### config.mk
export PLATFORM = sky130hd
export DESIGN_NAME = unified_mem_arbiter_flat
export DESIGN_NICKNAME = d
export VERILOG_FILES = /design/src/rtl/unified_mem_arbiter_pkg.sv /design/src/rtl/unified_mem_arbiter_if.sv /design/src/rtl/unified_mem_arbiter_wait_counter.sv /design/src/rtl/unified_mem_arbiter.sv /design/src/flat_wrapper.sv
export SDC_FILE = /design/constraint.sdc
export NUM_CORES = 1
export LEC_CHECK = 0
export CAP_MARGIN = 30
export CORE_AREA = 2 2 192 194
export DETAILED_ROUTE_END_ITERATION = 12
export DIE_AREA = 0 0 194 196
export DONT_BUFFER_PORTS = 1
export SYNTH_ARGS = -nofsm -noshare
export SYNTH_HDL_FRONTEND = slang
export SYNTH_SLANG_ARGS = --single-unit
export TNS_END_PERCENT = 5
### constraint.sdc
create_clock -name clk -period 8.8 [get_ports clk]
set_input_delay 1.76 -clock clk [delete_from_list [all_inputs] [get_ports clk]]
set_output_delay 1.76 -clock clk [all_outputs]
set_load 0.03 [all_outputs]
### src/rtl/unified_mem_arbiter_pkg.sv
// Shared types and constants for the unified memory arbiter.
package riscv_pkg;

    localparam int unsigned XLEN   = 64;
    localparam int unsigned ILEN   = 32;
    localparam int unsigned WAIT_W = 4;
    localparam int unsigned OWN_W  = 2;

    typedef enum logic [1:0] {
        IDLE   = 2'd0,
        BUSY_I = 2'd1,
        BUSY_D = 2'd2
    } arb_state_t;

    localparam logic [OWN_W-1:0] OWN_NONE = 2'b00;
    localparam logic [OWN_W-1:0] OWN_IF   = 2'b01;
    localparam logic [OWN_W-1:0] OWN_D    = 2'b10;

    // Memory-side command captured at grant time
    typedef struct packed {
        logic            we;
        logic [XLEN-1:0] addr;
        logic [XLEN-1:0] wdata;
    } mem_cmd_t;

    // Doubleword-align a byte address
    function automatic logic [XLEN-1:0] dw_align(input logic [XLEN-1:0] a);
        return {a[XLEN-1:3], 3'b000};
    endfunction

endpackage

### src/rtl/unified_mem_arbiter_if.sv
// Requester and memory-side signals of the unified memory arbiter.
interface unified_mem_arbiter_if;
    import riscv_pkg::*;

    logic                 if_req;
    logic [XLEN-1:0]      if_addr;
    logic                 if_ready;
    logic [ILEN-1:0]      if_rdata;
    logic                 d_req;
    logic                 d_we;
    logic [XLEN-1:0]      d_addr;
    logic [XLEN-1:0]      d_wdata;
    logic                 d_ready;
    logic [XLEN-1:0]      d_rdata;
    logic                 mem_req;
    logic                 mem_we;
    logic [XLEN-1:0]      mem_addr;
    logic [XLEN-1:0]      mem_wdata;
    logic                 mem_ack;
    logic [XLEN-1:0]      mem_rdata;
    logic                 stall_if;
    logic                 stall_mem;
    logic [OWN_W-1:0]     owner;

    // Arbiter side
    modport slave (
        input  if_req, if_addr, d_req, d_we, d_addr, d_wdata, mem_ack, mem_rdata,
        output if_ready, if_rdata, d_ready, d_rdata, mem_req, mem_we, mem_addr,
               mem_wdata, stall_if, stall_mem, owner
    );

    // Pipeline stages plus memory side
    modport master (
        output if_req, if_addr, d_req, d_we, d_addr, d_wdata, mem_ack, mem_rdata,
        input  if_ready, if_rdata, d_ready, d_rdata, mem_req, mem_we, mem_addr,
               mem_wdata, stall_if, stall_mem, owner
    );

endinterface

### src/rtl/unified_mem_arbiter_wait_counter.sv
// Saturating counter with clear priority over increment.
module arb_wait_counter #(
    parameter int unsigned W = 4
) (
    input  logic         clk,
    input  logic         reset,
    input  logic         inc_i,
    input  logic         clr_i,
    input  logic [W-1:0] sat_i,
    output logic [W-1:0] cnt_o
);

    logic [W-1:0] cnt_q, cnt_d;

    // Count register
    always_ff @(posedge clk or posedge reset) begin
        if (reset) cnt_q <= '0;
        else       cnt_q <= cnt_d;
    end

    // Clear wins; increment stops at the saturation level
    always_comb begin
        cnt_d = cnt_q;
        if (clr_i)                      cnt_d = '0;
        else if (inc_i && cnt_q < sat_i) cnt_d = cnt_q + W'(1);
    end

    assign cnt_o = cnt_q;

endmodule

### src/rtl/unified_mem_arbiter.sv
// Shares one single-ported memory between instruction fetch and data access.
module unified_mem_arbiter
    import riscv_pkg::*;
#(
    parameter int unsigned IF_MAX_WAIT = 4
) (
    input  logic                  clk,
    input  logic                  reset,
    unified_mem_arbiter_if.slave  bus
);

    arb_state_t        state_q, state_d;
    mem_cmd_t          cmd_q, cmd_d;
    logic              if_grant, d_grant;
    logic              if_starved;
    logic [WAIT_W-1:0] if_wait;

    assign if_starved = (if_wait == WAIT_W'(IF_MAX_WAIT));

    // State and captured memory command
    always_ff @(posedge clk or posedge reset) begin
        if (reset) begin
            state_q <= IDLE;
            cmd_q   <= '0;
        end else begin
            state_q <= state_d;
            cmd_q   <= cmd_d;
        end
    end

    // Grant decision in IDLE, ack-driven return to IDLE from BUSY
    always_comb begin
        state_d  = state_q;
        cmd_d    = cmd_q;
        if_grant = 1'b0;
        d_grant  = 1'b0;
        unique case (state_q)
            IDLE: begin
                if (bus.d_req && !(bus.if_req && if_starved)) begin
                    d_grant = 1'b1;
                    state_d = BUSY_D;
                    cmd_d   = '{we: bus.d_we, addr: dw_align(bus.d_addr), wdata: bus.d_wdata};
                end else if (bus.if_req) begin
                    if_grant = 1'b1;
                    state_d  = BUSY_I;
                    cmd_d    = '{we: 1'b0, addr: dw_align(bus.if_addr), wdata: '0};
                end
            end
            BUSY_I, BUSY_D: begin
                if (bus.mem_ack) state_d = IDLE;
            end
            default: state_d = IDLE;
        endcase
    end

    // IF starvation tracking: data grants that bypassed a waiting fetch
    arb_wait_counter #(.W(WAIT_W)) u_wait (
        .clk   (clk),
        .reset (reset),
        .inc_i (d_grant && bus.if_req),
        .clr_i (if_grant),
        .sat_i (WAIT_W'(IF_MAX_WAIT)),
        .cnt_o (if_wait)
    );

    assign bus.mem_req   = (state_q != IDLE);
    assign bus.mem_we    = cmd_q.we;
    assign bus.mem_addr  = cmd_q.addr;
    assign bus.mem_wdata = cmd_q.wdata;
    assign bus.owner     = (state_q == BUSY_I) ? OWN_IF :
                           (state_q == BUSY_D) ? OWN_D  : OWN_NONE;

    assign bus.if_ready  = (state_q == BUSY_I) && bus.mem_ack;
    assign bus.d_ready   = (state_q == BUSY_D) && bus.mem_ack;
    assign bus.if_rdata  = bus.if_addr[2] ? bus.mem_rdata[XLEN-1:ILEN] : bus.mem_rdata[ILEN-1:0];
    assign bus.d_rdata   = bus.mem_rdata;
    assign bus.stall_if  = bus.if_req && !bus.if_ready;
    assign bus.stall_mem = bus.d_req && !bus.d_ready;

endmodule

### src/flat_wrapper.sv
// flat-port wrapper written by rule: the top's interface ports become plain ports
module unified_mem_arbiter_flat import riscv_pkg::*;
#(
    parameter int unsigned IF_MAX_WAIT = 4
)
  (clk, reset, bus_if_req, bus_if_addr, bus_d_req, bus_d_we, bus_d_addr, bus_d_wdata, bus_mem_ack, bus_mem_rdata, bus_if_ready, bus_if_rdata, bus_d_ready, bus_d_rdata, bus_mem_req, bus_mem_we, bus_mem_addr, bus_mem_wdata, bus_stall_if, bus_stall_mem, bus_owner);
  unified_mem_arbiter_if bus_i ();
  input  logic clk;
  input  logic reset;
  input wire logic [$bits(bus_i.if_req)-1:0] bus_if_req;
  input wire logic [$bits(bus_i.if_addr)-1:0] bus_if_addr;
  input wire logic [$bits(bus_i.d_req)-1:0] bus_d_req;
  input wire logic [$bits(bus_i.d_we)-1:0] bus_d_we;
  input wire logic [$bits(bus_i.d_addr)-1:0] bus_d_addr;
  input wire logic [$bits(bus_i.d_wdata)-1:0] bus_d_wdata;
  input wire logic [$bits(bus_i.mem_ack)-1:0] bus_mem_ack;
  input wire logic [$bits(bus_i.mem_rdata)-1:0] bus_mem_rdata;
  output wire logic [$bits(bus_i.if_ready)-1:0] bus_if_ready;
  output wire logic [$bits(bus_i.if_rdata)-1:0] bus_if_rdata;
  output wire logic [$bits(bus_i.d_ready)-1:0] bus_d_ready;
  output wire logic [$bits(bus_i.d_rdata)-1:0] bus_d_rdata;
  output wire logic [$bits(bus_i.mem_req)-1:0] bus_mem_req;
  output wire logic [$bits(bus_i.mem_we)-1:0] bus_mem_we;
  output wire logic [$bits(bus_i.mem_addr)-1:0] bus_mem_addr;
  output wire logic [$bits(bus_i.mem_wdata)-1:0] bus_mem_wdata;
  output wire logic [$bits(bus_i.stall_if)-1:0] bus_stall_if;
  output wire logic [$bits(bus_i.stall_mem)-1:0] bus_stall_mem;
  output wire logic [$bits(bus_i.owner)-1:0] bus_owner;
  assign bus_i.if_req = bus_if_req;
  assign bus_i.if_addr = bus_if_addr;
  assign bus_i.d_req = bus_d_req;
  assign bus_i.d_we = bus_d_we;
  assign bus_i.d_addr = bus_d_addr;
  assign bus_i.d_wdata = bus_d_wdata;
  assign bus_i.mem_ack = bus_mem_ack;
  assign bus_i.mem_rdata = bus_mem_rdata;
  assign bus_if_ready = bus_i.if_ready;
  assign bus_if_rdata = bus_i.if_rdata;
  assign bus_d_ready = bus_i.d_ready;
  assign bus_d_rdata = bus_i.d_rdata;
  assign bus_mem_req = bus_i.mem_req;
  assign bus_mem_we = bus_i.mem_we;
  assign bus_mem_addr = bus_i.mem_addr;
  assign bus_mem_wdata = bus_i.mem_wdata;
  assign bus_stall_if = bus_i.stall_if;
  assign bus_stall_mem = bus_i.stall_mem;
  assign bus_owner = bus_i.owner;
  unified_mem_arbiter #(.IF_MAX_WAIT(IF_MAX_WAIT)) u_core (.clk(clk), .reset(reset), .bus(bus_i));
endmodule
==> results by group <==
Setup path
  • FF-to-FF End: u_core.bus.mem_addr[45]
  • Worst R2R Start: u_core.state_q[0]
  • Worst Path Buf+Inv: 0
  • CP max stage cell: nor2b_1
  • Critical path class: input pin to primary output
  • Crit path capture type: primary output
  • Setup slack, reg-to-reg: 6310 ps
  • Critical path arrival: approximately 2700 ps
  • CP required: about 7000 ps
  • CP Cell Sequence: and2_1 > nor2b_1
  • Type of origin of the critical path: input pin
  • Critical Path Max Stage Delay: 560 ps
  • Crit path max fanout: 3
  • Delay-heaviest family, CP: simple AND/OR/NAND/NOR gates
  • Path depth of the worst reg2reg path: 7

Logic synthesis
  • Adder-Cell Fraction of Synth Area: 1.131%
  • Syn_area_per_cell: 10.55 um2
  • Seq/Total Area, Yosys: 49.77%
  • Flops & latches, synth: 132
  • Yosys warnings: 0
  • Cells after Synth: 629
  • Post-synth EDFFs: 0
  • Area share of the largest cell type after synthesis: 49.77%
  • Synth async-reset ratio: 100.0%
  • Post-synthesis cell type count: 28
  • Compound-Gate Fraction of Synth Area: 22.25%
  • Mux share of post-synthesis cell area: between 5 and 6%
  • Synth top area cells: dfrtp_1 (50%), a22o_1 (8.7%), buf_4 (8.5%), a21oi_2 (7.9%), a21oi_1 (4.9%)
  • Cell Area, Synth: 0.006636 mm2
  • Main synth FF type: dfrtp_1
  • Dominant combinational cell family by area after synthesis: compound AO/OA/AOI/OAI gates
  • Synth area leader: dfrtp_1
  • Simple logic cell fraction of the synthesized area: 8.465%
  • Synth Area in XOR/XNOR: 0%

Global routing
  • Antenna violations before repair: 37
  • GR Util All Layers: 13.90%
  • Vias in the first global route: about 4.5k
  • Largest net degree at the start of global routing: 69
  • First-pass GRT wire length: 35,710 um
  • Grt total ovfl: 0

CTS
  • Post-CTS resize count: 0
  • Clock tree buffer depth: 2
  • Setup bufs post-CTS: 0
  • Worst-Skew Late Latency: between 400 and 500 ps
  • TritonCTS clock tree: yes
  • Clock-pin slew on the worst setup and hold paths: 60 ps
  • CTS Hold Bufs: 0
  • Clock Tree Root: clkbuf_16
  • H-Tree Level Count: 4
  • Sinks on Clock Net: 132
  • TritonCTS Buffers: 17

Timing
  • Fin. Hold Viols: 0
  • Final Hold Slack: 525.0 ps
  • RSZ-0062 raised after global routing: no
  • Setup TNS: 0 ps
  • Worst-margin pin slew: 821.5 ps
  • Fin crit period: 4417 ps
  • Highest Clock Rate: 226.4 MHz
  • # setup viols final: 0
  • Ratio of final minimum period to clock period: 50.19%
  • Skew final: 16.05 ps
  • Slew Viols, Final: 0
  • Rel. slew slack: between 40% and 50%

Job
  • Max-Cap Viols: 0

Detailed routing
  • Vias post-DR: roughly 4.6k
  • Remaining DRCs: 0
  • DRT antenna net count: 0
  • Iteration-0 DRC Markers: 121
  • Vias/cell: around 4.4
  • DR pass1 iterations: 4
  • Final wirelength: 27,230 um
  • Post-DR wirelength/cell: 25.98 um

Place
  • Input/output buffers: 0
  • Dpl cells: between 900 and 1k
  • Hpwl dp: 21,790 um
  • Final GP Congestion: approximately 0.88

Power
  • Leak Pwr: approximately 2.9 nW
  • Cell Pwr Density: between 400 and 500 mW/mm2
  • Max VDD drop: 0.2472 mV

Cells and area
  • Share of cells above drive strength 1: 22.40%
  • Final nets: 813
  • FILL cells: 3,977
  • Post-Layout Cell Count: between 1k and 1.5k
  • Synthesis-to-layout area growth: 7.768%

Die
  • FP Rows: 70
  • Starting density of the core: 18.39%
  • Core ar.: 0.03608 mm2
  • Die width: around 190 um
  • Die area: 0.03802 mm2
  • IO Count: about 490
  • Die Span Y: between 150 and 200 um

Run status
  • Outcome: finished clean

Min path
  • Min-Delay Path Depth: 1
  • Worst hold path class: register to register
  • HP Start: u_core.u_wait.cnt_o[3]
  • Hold path endpoint: u_core.u_wait.cnt_o[3]
==> final cells by class <==
type / count / area (um2) / area share [%]
Clock inverter: 12 / 130.1 / 1.819
Clock buffer: 20 / 456.7 / 6.386
Multi-Input combinational cell: 380 / 2514 / 35.15
Antenna cell: 22 / 55.05 / 0.7698
Timing Repair Buffer: 8 / 80.08 / 1.120
Sequential cell: 132 / 3303 / 46.19
Inverter: 6 / 27.53 / 0.3849
Tap cell: 468 / 585.6 / 8.188
==> per-stage QoR <==
step                worst slack, ps  power (mW)  util, %  area [um2]
floorplan                      3514       2.400        -        6644
CTS                            4374       3.349    19.59        7069
global placement               4365       2.585    17.96        6482
finish                         4383       3.288    19.82        7152
detailed placement             4378       2.598    17.96        6482
global route                   4357       3.491    19.78        7137
==> registers in the layout, summed over array words and instances (netlist names) <==
signal / flops
u_core.bus.mem_we: 1
u_core.bus.mem_wdata: 64
u_core.state_q: 2
u_core.u_wait.cnt_o: 4
u_core.bus.mem_addr: 61
==> worst max path at each step <==
stage / cells past startpoint / slack, ps / to / startpoint
after floorplan: 1 / 3510 / u_core.bus.mem_addr[10] / reset
after global placement: 2 / 4370 / bus_stall_mem / bus_mem_ack
after detailed placement: 2 / 4380 / bus_stall_mem / bus_mem_ack
after CTS: 2 / 4370 / bus_stall_mem / bus_mem_ack
after global routing: 2 / 4360 / bus_stall_mem / bus_mem_ack
final: 2 / 4380 / bus_stall_mem / bus_mem_ack
==> where the power goes <==
| part | internal (mW) | switching (mW) |
|---|---|---|
| Clock | 0.432 | 0.290 |
| Sequential | 0.903 | 0.902 |
| Combinational | 0.301 | 0.460 |
==> metal layers <==
metal | part of all wire [%] | global-route usage [%] | vias to the layer above
met1 | 29 | 11.78 | 2177
met3 | 10 | 6.567 | 83
li1 | - | - | 1955
met4 | 4.4 | 8.025 | 16
met5 | 0.42 | 0 | -
met2 | 56 | 26.32 | 392
==> placed cells by master, fill, tap and decap left out, drive strengths merged, types with 3 or more instances in the layout <==
cell type and count:
nor2 66, clkbuf 20, nor2b 4, dfrtp 132
diode 22, conb 3, buf 8, and2 3
a22o 66, nand2 63, clkinv 7, o21ai 3
mux2 33, ha 6, inv 7, a21oi 125
==> Yosys cell counts (2+ instances only) <==
library cell,count
nand2b_1,2
nor2b_1,4
inv_1,5
mux2_2,19
a22o_1,66
clkbuf_1,5
buf_6,12
ha_1,6
o21ai_0,2
a21oi_1,65
mux2_1,14
nand2_1,63
dfrtp_1,132
and2_1,3
nor2_1,65
a21oi_2,60
buf_2,21
buf_4,75
==> kinds of logic (layout without fill, tap and decap cells) <==
kind of cell / Yosys count / count (layout)
compound gates: 197 / 197
simple gates: 141 / 141
flops: 132 / 132
buf+inv: 119 / 46
mux: 33 / 33
fa+ha+maj: 6 / 6
other cells: 1 / 25
(Power assumes the default switching activity.)
